## src/rtl/connect4_board.sv

```systemverilog
//==============================================================================
// Module      : connect4_board
// Description : Connect-4 board state. Accepts column drops over valid/ready,
//               lands each piece on the column height, alternates players and
//               publishes the packed 2-bit-per-cell board.
// Revision    : 1.0 - initial release
//==============================================================================
`default_nettype none

module connect4_board #(
  parameter int COLS = 7,
  parameter int ROWS = 6
) (
  input  logic                     clock,
  input  logic                     reset,
  input  logic                     drop_valid,
  input  logic [2:0]               drop_col,
  input  logic                     lock,
  output logic                     drop_ready,
  output logic                     move_done,
  output logic                     move_illegal,
  output logic [2:0]               last_row,
  output logic [2:0]               last_col,
  output logic [1:0]               current_player,
  output logic [5:0]               move_count,
  output logic                     board_full,
  output logic [2*COLS*ROWS-1:0]   board
);

  localparam int CELLS = COLS * ROWS;
  localparam int BIT_W = $clog2(2 * CELLS);

  typedef enum logic [1:0] {
    IDLE  = 2'd0,
    CHECK = 2'd1,
    PLACE = 2'd2
  } state_t;

  state_t           state;
  state_t           state_nxt;
  logic [2:0]       col_q;
  logic [2:0]       heights [COLS];
  logic             col_ok;
  logic             col_full;
  logic [2:0]       col_height;
  logic [BIT_W-1:0] cell_bit;

  // Out-of-range columns read a height of zero; they are rejected anyway.
  always_comb begin
    col_ok     = (int'(col_q) < COLS);
    col_height = col_ok ? heights[col_q] : 3'd0;
    col_full   = (int'(col_height) == ROWS);
    cell_bit   = BIT_W'(2 * (int'(col_height) * COLS + int'(col_q)));
  end

  always_ff @(posedge clock) begin
    if (reset) begin
      state <= IDLE;
    end else begin
      state <= state_nxt;
    end
  end

  always_comb begin
    state_nxt  = state;
    drop_ready = 1'b0;
    case (state)
      IDLE: begin
        drop_ready = !lock;
        if (drop_valid && !lock) begin
          state_nxt = CHECK;
        end
      end
      CHECK:   state_nxt = (!col_ok || col_full) ? IDLE : PLACE;
      PLACE:   state_nxt = IDLE;
      default: state_nxt = IDLE;
    endcase
  end

  always_ff @(posedge clock) begin
    if (reset) begin
      board          <= '0;
      for (int i = 0; i < COLS; i++) begin
        heights[i] <= 3'd0;
      end
      col_q          <= 3'd0;
      move_count     <= 6'd0;
      current_player <= 2'b01;
      last_row       <= 3'd0;
      last_col       <= 3'd0;
      move_done      <= 1'b0;
      move_illegal   <= 1'b0;
      board_full     <= 1'b0;
    end else begin
      move_done    <= 1'b0;
      move_illegal <= 1'b0;

      if (state == IDLE && drop_valid && drop_ready) begin
        col_q <= drop_col;
      end

      if (state == CHECK && (!col_ok || col_full)) begin
        move_illegal <= 1'b1;
      end

      // CHECK has already guaranteed the column is in range and not full.
      if (state == PLACE) begin
        board[cell_bit +: 2] <= current_player;
        last_row             <= col_height;
        last_col             <= col_q;
        heights[col_q]       <= col_height + 3'd1;
        move_count           <= move_count + 6'd1;
        current_player       <= ~current_player;
        board_full           <= ((move_count + 6'd1) == 6'(CELLS));
        move_done            <= 1'b1;
      end
    end
  end

endmodule

`default_nettype wire

```

## config.mk

```make
export PLATFORM = sky130hd
export DESIGN_NAME = connect4_board
export DESIGN_NICKNAME = d
export VERILOG_FILES = /design/src/rtl/connect4_board.sv
export SDC_FILE = /design/constraint.sdc
export NUM_CORES = 1
export LEC_CHECK = 0
export BUFFER_PORTS_ARGS = -buffer_cell sky130_fd_sc_hd__buf_2
export CAP_MARGIN = 20
export CORE_ASPECT_RATIO = 1.5
export CORE_UTILIZATION = 58
export DETAILED_ROUTE_END_ITERATION = 7
export PLACE_DENSITY_LB_ADDON = 0.05
export SYNTH_ARGS = -nofsm -noshare
export SYNTH_HDL_FRONTEND = slang
export SYNTH_SLANG_ARGS = --single-unit
```

## constraint.sdc

```tcl
create_clock -name clock -period 6.7 [get_ports clock]
set_input_delay 0.67 -clock clock [delete_from_list [all_inputs] [get_ports clock]]
set_output_delay 0.67 -clock clock [all_outputs]
set_load 0.02 [all_outputs]
```

==> qor.yml, run 1 <==
logic_synthesis:
  yosysWarnings: 0
  yosys.area.top_type_share_pct: 35.45
  yosysTopAreaCell: "dfxtp_1"
  synth-edff-count: 21
  syn_area_um2: 6325
  ys_ff_latch: 133
  ys_seq_area_share_pct: 45.42
  syn_nets: 668
  avgSynthCellArea_um2: 9.836
  synth_area_leaders: "dfxtp_1, mux2i_1, edfxtp_1, nor2_1, nand2_1"
  ys_types: 60
  synthArstFlopShare_pct: 0
  syn_inst: 643
  yosys_most_used_dff: "dfxtp_1"
critical_path:
  crit_buf_inv: 1
  critPathRequiredTime_ns: 6.96
  cpMostUsedCell: "fa_1"
  cp_slowest_cell: "fa_1"
  critPathLaunchType: "flip-flop"
  endpoint_kind: "flip-flop"
  arrival_ns: 5.78
  reg2reg_depth: 13
  path_max_fanout: 14
  crit_end: "board[43]"
  path_class: "reg2reg"
  rrSetupSlack_ns: 1.18
  slowest_delay_ns: 0.73
  crit_chain: "mux4_2 > mux2i_1 > nor2_1 > fa_1 > inv_1 > fa_1 > fa_1 > or3b_1 > nand2_1 > o21ai_1 > nor4_1 > mux2i_1 > nor2_1"
  cp.depth: 13
  cpLargestDelayFamily: "adder cells"
  reg2reg_to: "board[43]"
clocking:
  clk_latency_ns: 0.41
  cts_max_path_buffers: 2
  post-cts-setup-buffer-count: 0
  cts_root_buffer: "clkbuf_16"
  cts_made_buffers: 17
  htreeDepth: 4
  cts_hold_buf: 0
  cts-resized-gates: 0
  cts_sinks: 133
  clkTransAtPathRegs_ns: 0.06
  cts_tree: "built"
global_routing:
  gr-total-overflow: 0
  grt_max_degree: 86
  grt_pass1_wl_mm: 24.37
  antenna_found_initial: 0
  grt_pass1_vias: 4938
  grt_usage_pct: 28.23
run_status:
  status: "finished clean"
cells_and_area:
  layout_common_cells: "dfxtp_1, buf_2, nor2_1, mux2i_1, nand2_1"
  area_growth_pct: 19.35
  drive_gt1_share_pct: 23.94
  fin_nets: 764
  finalInstanceArea_um2: 7548
  final_util_pct: 71.28
  antenna_cells: 0
  layout_commonest_cell: "dfxtp_1"
die:
  die_area_um2: 11340
  die_y_um: 129.9
  rows: 46
  io_pins: 109
  initial_core_util_pct: 59.72
  die_w_um: 87.27
  core_area_um2: 10590
timing:
  final.setup.tns_ns: 0
  drv_slew: 0
  relSlewSlack_pct: 31.51
  setup_violations: 0
  hold_viol_final: 0
  timing.hold.ws_ns: 0.4461
  finalCritPeriodShare_pct: 82.43
  fmax_ghz: 0.1811
  worstMarginPinSlew_ns: 1.024
  fin_skew_ns: 0.008560
  min_period_ns: 5.523
  rsz0062_at_grt: "no"
power_and_ir_drop:
  power_leakage_nw: 3.119
  irDropWorstVdd_mv: 0.2156
  powerDensity_nw_per_um2: 285.8
  total_power_mw: 2.157
min_path:
  min_path_type: "reg2reg"
drt:
  drt-total-wl_mm: 15.37
  vias_per_cell: 5.721
  drc: 0
  dr_total_vias: 5126
  wl_per_cell_um: 17.15
  first_pass_iters: 5
  drtIter0Drc: 242
  final_antenna_net_count: 0
place:
  routabilityCongestion: 0.9092
  dpl_cell_area_um2: 6930
  io_buffers: 108
  dp_hpwl_mm: 11.02
run:
  maxCapViolCount: 0
-- synthesized netlist by cell type (3+ instances only) --
| cell type | number |
|---|---|
| mux4_2 | 6 |
| nand3_1 | 29 |
| nor4_1 | 11 |
| nand4_1 | 8 |
| clkbuf_1 | 20 |
| nor4_2 | 12 |
| o211ai_1 | 3 |
| inv_1 | 24 |
| mux2i_1 | 77 |
| dfxtp_1 | 112 |
| nand2b_1 | 3 |
| ha_1 | 14 |
| a31oi_1 | 5 |
| or3_1 | 3 |
| xor2_1 | 3 |
| nor2_1 | 105 |
| nor4_4 | 8 |
| o21ai_1 | 3 |
| fa_1 | 4 |
| xnor2_1 | 5 |
| edfxtp_1 | 21 |
| o21ai_0 | 10 |
| nand2_1 | 65 |
| and3_1 | 8 |
| nor3_1 | 9 |
| a21oi_1 | 21 |
| buf_2 | 10 |
-- flip-flops by register name, summed over array words and instances (netlist names), named ones only --
name            flops
board              84
board_full          1
col_q               3
current_player      2
heights            24
last_col            3
last_row            3
move_count          6
move_done           1
move_illegal        1
state               2
-- cell type report --
cell class | count | area (µm²)
clock inverter | 11 | 146.4
tap | 144 | 180.2
inverter | 24 | 90.09
timing repair buffer | 113 | 578.1
fill | 858 | 3042
sequential | 133 | 2873
clock buffer | 21 | 471.7
multi-input combinational | 450 | 3209
-- stage by stage --
step	instances	worst slack, ns
final	896	1.177
after global routing	896	0.8883
after CTS	896	1.183
after detailed placement	864	1.234
after global placement	864	1.418
after floorplan	643	2.202
-- worst register-to-register path: cells and delay by family, from the launching register on --
family	cells	cell delay (ns)
simple gates	5	1.66
flops	1	0.54
mux	3	1.02
compound gates	1	0.33
buf+inv	1	0.05
fa+ha+maj	3	1.77
-- layer usage --
layer | up-vias | GRT usage [%] | wire, µm
met5 | - | 0 | 0
met4 | 0 | 13.89 | 504
met3 | 48 | 5.187 | 668
met2 | 170 | 52.62 | 8422
met1 | 2460 | 30.05 | 5774
li1 | 2448 | - | -
-- worst min-delay path by stage --
stage,slack [ns],endpoint,startpoint,depth (start not counted)
2_1_floorplan,0.44,heights[6][0],heights[6][0],2
4_1_cts,0.45,board_full,board_full,2
5_1_grt,0.47,board_full,board_full,2
3_5_place_dp,0.44,board_full,board_full,2
3_3_place_gp,0.44,last_col[2],last_col[2],2
6_report,0.45,board_full,board_full,2
-- report_power, final --
group / internal, mW / leakage (nW) / switching [mW]
combinational: 0.0900 / 1.70 / 0.272
sequential: 0.819 / 1.12 / 0.0102
clock: 0.619 / 0.303 / 0.348
-- cell families after synthesis --
logic type	synth area share, %
AND/OR/NAND/NOR	23.17
flip-flops	45.42
multiplexers	14.54
AO/OA/AOI/OAI	6.667
buffers and inverters	4.115
adder cells (fa/ha/maj)	4.036
XOR/XNOR	2.057
(Power assumes the default switching activity.)
==> run 2, diff against run 1 <==
CORE_UTILIZATION = 51   (was 58)
clock period = 4.6 ns   (was 6.7 ns; I/O delays follow)
==> run 2 against run 1 <==
Non-clock buffer count increased by 72. Total power increased by 64%. Clock power increased by 41%. Core utilization increased by 0.70 points. First-iteration DRC count increased by 21%. Clock skew decreased by 0.0026 ns. Sequential share of layout area decreased by 4.8 points. Critical path depth increased by 3. Wire length increased by 15%. Global-route usage decreased by 1.9 points. Critical path type unchanged.
==> qor.yml, run 2 (synthesis results as in run 1) <==
timing:
  min_period_ns: 4.537
  setup_violations: 0
  hold_viol_final: 0
  fin_skew_ns: 0.005978
  finalCritPeriodShare_pct: 98.63
  final.setup.tns_ns: 0
  drv_slew: 0
  timing.hold.ws_ns: 0.3125
  worstMarginPinSlew_ns: 0.9769
  worst_slack_ns: 0.06281
  fmax_ghz: 0.2204
  rsz0062_at_grt: "yes"
  relSlewSlack_pct: 34.80
cells_and_area:
  final_util_pct: 71.98
  drive_gt1_share_pct: 35.64
  finalInstanceArea_um2: 8650
  largest_register_ffs: 84
  antenna_cells: 0
  layout_common_cells: "dfxtp_1, buf_2, nor2_1, mux2i_1, nand2_1"
  area_growth_pct: 36.76
  reg_top3: "board (84), heights (24), move_count (6)"
  layout_commonest_cell: "dfxtp_1"
  fin_nets: 837
  largest_register: "board"
critical_path:
  path_max_fanout: 5
  path_class: "reg2reg"
  endpoint_kind: "flip-flop"
  crit_chain: "buf_6 > mux4_2 > mux2i_1 > nor2_2 > fa_1 > inv_2 > fa_2 > fa_2 > or3b_4 > nor2_4 > a221oi_4 > buf_12 > buf_8 > nor4_4 > mux2i_1 > nor2_1"
  arrival_ns: 4.81
  slowest_delay_ns: 0.59
  cp_slowest_cell: "fa_2"
  critPathRequiredTime_ns: 4.87
  rrSetupSlack_ns: 0.06
  critPathLaunchType: "flip-flop"
die:
  die_area_um2: 12860
  initial_core_util_pct: 52.63
  die_w_um: 92.93
  io_pins: 109
  rows: 49
  core_area_um2: 12020
  die_y_um: 138.4
global_routing:
  antenna_found_initial: 0
  grt_max_degree: 85
  grt_pass1_vias: 5390
  grt_pass1_wl_mm: 26.23
  gr-total-overflow: 0
  grt_usage_pct: 26.38
run_status:
  status: "finished clean"
drt:
  vias_per_cell: 5.644
  final_antenna_net_count: 0
  drt-total-wl_mm: 17.74
  drtIter0Drc: 293
  dr_total_vias: 5520
  first_pass_iters: 6
  drc: 0
  wl_per_cell_um: 18.14
clocking:
  cts_root_buffer: "clkbuf_16"
  cts_max_path_buffers: 2
  cts_sinks: 133
  clk_latency_ns: 0.42
  clkTransAtPathRegs_ns: 0.06
  cts_made_buffers: 17
  cts_tree: "built"
  htreeDepth: 4
  cts_hold_buf: 0
place:
  dp_hpwl_mm: 11.78
  dpl_cell_area_um2: 7380
  place_ws_ns: -0.1544
  io_buffers: 108
  routabilityCongestion: 0.8698
run:
  maxCapViolCount: 0
power_and_ir_drop:
  powerDensity_nw_per_um2: 409.2
  power_leakage_nw: 3.575
  irDropWorstVdd_mv: 0.2955
min_path:
  min_path_type: "in2reg"
run 2: cell count changes in the layout (fill, tap and decap cells not counted), sizes merged:
cell      previous run  this run
clkbuf              21        23
inv                 27        29
clkinv               4         3
buf                113       181
nor3                11        12
bufinv               3         2
clkinvlp             1         3
run 2: power by group:
group,total (mW),switching [mW],internal [mW],leakage [nW]
combinational,0.978,0.593,0.385,2.17
clock,1.36,0.533,0.825,0.285
sequential,1.20,0.0110,1.19,1.12
run 2: cell type report:
type | count | area (µm²)
multi-input combinational | 451 | 3613
timing repair buffer | 185 | 1287
fill | 921 | 3367
clock inverter | 13 | 146.4
sequential | 133 | 2874
tap | 153 | 191.4
inverter | 24 | 90.09
clock buffer | 19 | 446.7
run 2: critical path: cells and delay by family, from the launching register on:
family,cells,cell delay [ns]
and+or+nand+nor,5,1.02
buffers and inverters,4,0.46
muxes,3,0.89
AOI/OAI and AO/OA,1,0.07
DFF,1,0.34
adders and majority gates,3,1.60
run 2: final timing paths:
path                            cells after the start         from          end
worst min register to register                      2  last_row[2]  last_row[2]
worst max-delay path                               16    flip-flop    board[79]
worst min-delay path                                3  drop_col[2]    flip-flop
worst max register to register                     16    flip-flop    board[79]
run 2: stage by stage:
stage	power, mW	cells
final	3.539	978
after global routing	3.652	978
after CTS	3.312	966
after detailed placement	1.882	928
after global placement	1.872	928
after floorplan	1.650	643
run 2: per-layer routing:
metal	routed length, µm	track usage [%]	share of wire (%)
met5	0	0	0
met4	851	16.44	4.8
met3	707	4.620	4.0
met2	9645	47.10	54
met1	6536	28.12	37
run 2: repair_timing:
action | 4_1_cts | 5_1_grt
cloned | 0 | 6
gates resized for setup | 11 | 70
pin swaps | 5 | 25
endpoints found under the setup margin | 53 | 82
buffers inserted | 6 | 6
==> run 3, diff against run 2 <==
clock period = 4.1 ns   (was 4.6 ns; I/O delays follow)
==> run 3 against run 2 <==
Clock-buffer cell count increased by 1. Sequential power increased by 13%. Worst hold slack worse by 0.031 ns. Clock skew grew 0.0037 ns. Non-clock buffer count rose by 56. Highest routed layer unchanged. Clock power rose by 9%. Core utilization grew 6.9 points. Cell count grew 5.6%. Critical path depth fell by 1. Largest cell class unchanged. Combinational power up 64%. First-iteration DRC count shrank 25%. The run now ends with negative setup slack left. Die area stayed put.
==> qor.yml, run 3 (synthesis results as in run 1) <==
run_status:
  status: "complete, but fails checks"
  violations: "negative setup slack"
drt:
  route.met2.wl_mm: 10.88
  drt-total-wl_mm: 19.55
  top_layer: "met4"
  drc: 0
  first_pass_iters: 5
  drtIter0Drc: 220
  vias_per_cell: 5.611
  wl_per_cell_um: 18.93
  final_antenna_net_count: 0
  dr_wl_met3_um: 711
  dr_total_vias: 5796
  drt-met1-wl_mm: 7.174
clocking:
  cts_made_buffers: 17
  cts_tree: "built"
  cts_sinks: 133
  clk_latency_ns: 0.42
  cts_root_buffer: "clkbuf_16"
  cts_max_path_buffers: 2
  htreeDepth: 4
  cts_hold_buf: 0
  clkTransAtPathRegs_ns: 0.06
cells_and_area:
  layout_commonest_cell: "dfxtp_1"
  reg_top3: "board (84), heights (24), move_count (6)"
  layout_common_cells: "dfxtp_1, buf_2, nor2_1, buf_4, mux2i_1"
  drive_gt1_share_pct: 42.27
  n_fill_cell: 767
  fin_nets: 892
  largest_register: "board"
  layoutNonFillerInstCount: 1033
  multi_input_area_um2: 3840
  area_growth_pct: 49.91
  seqCellArea_um2: 2877
  largest_register_ffs: 84
  antenna_cells: 0
global_routing:
  gr-total-overflow: 0
  grt_pass1_vias: 5890
  antenna_found_initial: 0
  grt_pass1_wl_mm: 28.82
  grt_usage_pct: 28.87
  grt_max_degree: 85
timing:
  finalCritPeriodShare_pct: 110.2
  hold_viol_final: 0
  fin_skew_ns: 0.009676
  final.setup.tns_ns: -26.76
  setup_violations: 84
  fmax_ghz: 0.2213
  drv_slew: 0
  rsz0062_at_grt: "yes"
  worstMarginPinSlew_ns: 1.014
  relSlewSlack_pct: 32.15
  min_period_ns: 4.519
  worst_slack_ns: -0.4188
power_and_ir_drop:
  power_leakage_nw: 4.012
  powerDensity_nw_per_um2: 467.3
  total_power_mw: 4.431
  irDropWorstVdd_mv: 0.4055
critical_path:
  endpoint_kind: "flip-flop"
  path_max_fanout: 6
  critPathLaunchType: "flip-flop"
  path_class: "reg2reg"
  arrival_ns: 4.86
  rrSetupSlack_ns: -0.42
  critPathRequiredTime_ns: 4.44
die:
  die_w_um: 92.93
  rows: 49
  io_pins: 109
  die_area_um2: 12860
  initial_core_util_pct: 52.63
  core_area_um2: 12020
  die_y_um: 138.4
place:
  io_buffers: 108
  routabilityCongestion: 0.9110
  dp_cells: 966
  dp_hpwl_mm: 12.24
  place_ws_ns: -0.6694
min_path:
  hold_start: "drop_col[1]"
  min_path_type: "in2reg"
run:
  maxCapViolCount: 0
==> run 3: cell count changes in the layout (fill, tap and decap cells not counted), sizes merged <==
cell,before,now
nor3,12,11
inv,29,25
clkinv,3,6
buf,181,238
==> run 3: path summary, 6_finish.rpt <==
path | end | cells past startpoint
worst max-delay path | board[37] | 15
worst min register to register | board_full | 2
worst max register to register | board[37] | 15
worst min-delay path | flip-flop | 3
==> run 3: metal layers <==
| layer | global-route usage, % | vias to the layer above |
|---|---|---|
| li1 | - | 2709 |
| met1 | 30.10 | 2829 |
| met2 | 54.22 | 200 |
| met3 | 5.336 | 58 |
| met4 | 13.52 | 0 |
| met5 | 0 | - |
==> run 3: stage by stage <==
step	hold WS, ns	utilization, %	cell area (µm²)
floorplan	0.4383	-	6543
global placement	0.4394	65.99	7930
detailed placement	0.4457	65.99	7930
CTS	0.2686	75.97	9129
global route	0.2953	78.90	9482
finish	0.2814	78.90	9482
==> run 3: report_power, final <==
group | switching (mW) | total [mW] | internal [mW]
clock network | 0.574 | 1.48 | 0.909
registers | 0.0119 | 1.35 | 1.34
logic | 0.863 | 1.60 | 0.735
==> run 3: cell type report <==
| class | instances | area share [%] |
|---|---|---|
| clock buffer | 20 | 4.711 |
| timing repair buffer | 241 | 20.11 |
| tap | 153 | 2.019 |
| multi-input combinational | 450 | 40.50 |
| inverter | 24 | 0.9501 |
| clock inverter | 12 | 1.372 |
| sequential | 133 | 30.34 |
==> run 3: worst max-delay path, cell delays in order, from the launching register on <==
cell and delay, ns:
dfxtp_4 0.41, mux4_2 0.50, mux2i_1 0.19, nor2_2 0.08, fa_1 0.54, inv_1 0.05
fa_1 0.49, fa_2 0.59, or3b_4 0.42, buf_6 0.15, nand2_4 0.09, o21ai_4 0.11
nor4_4 0.23, buf_4 0.20, and2b_2 0.19, mux2i_1 0.19
==> run 3: repair_timing <==
action                     4_1_cts  5_1_grt
gates resized for setup         84       46
pin swaps                       21       37
gates cloned                     1        3
setup endpoints to repair       84       84
buffers inserted                21       11
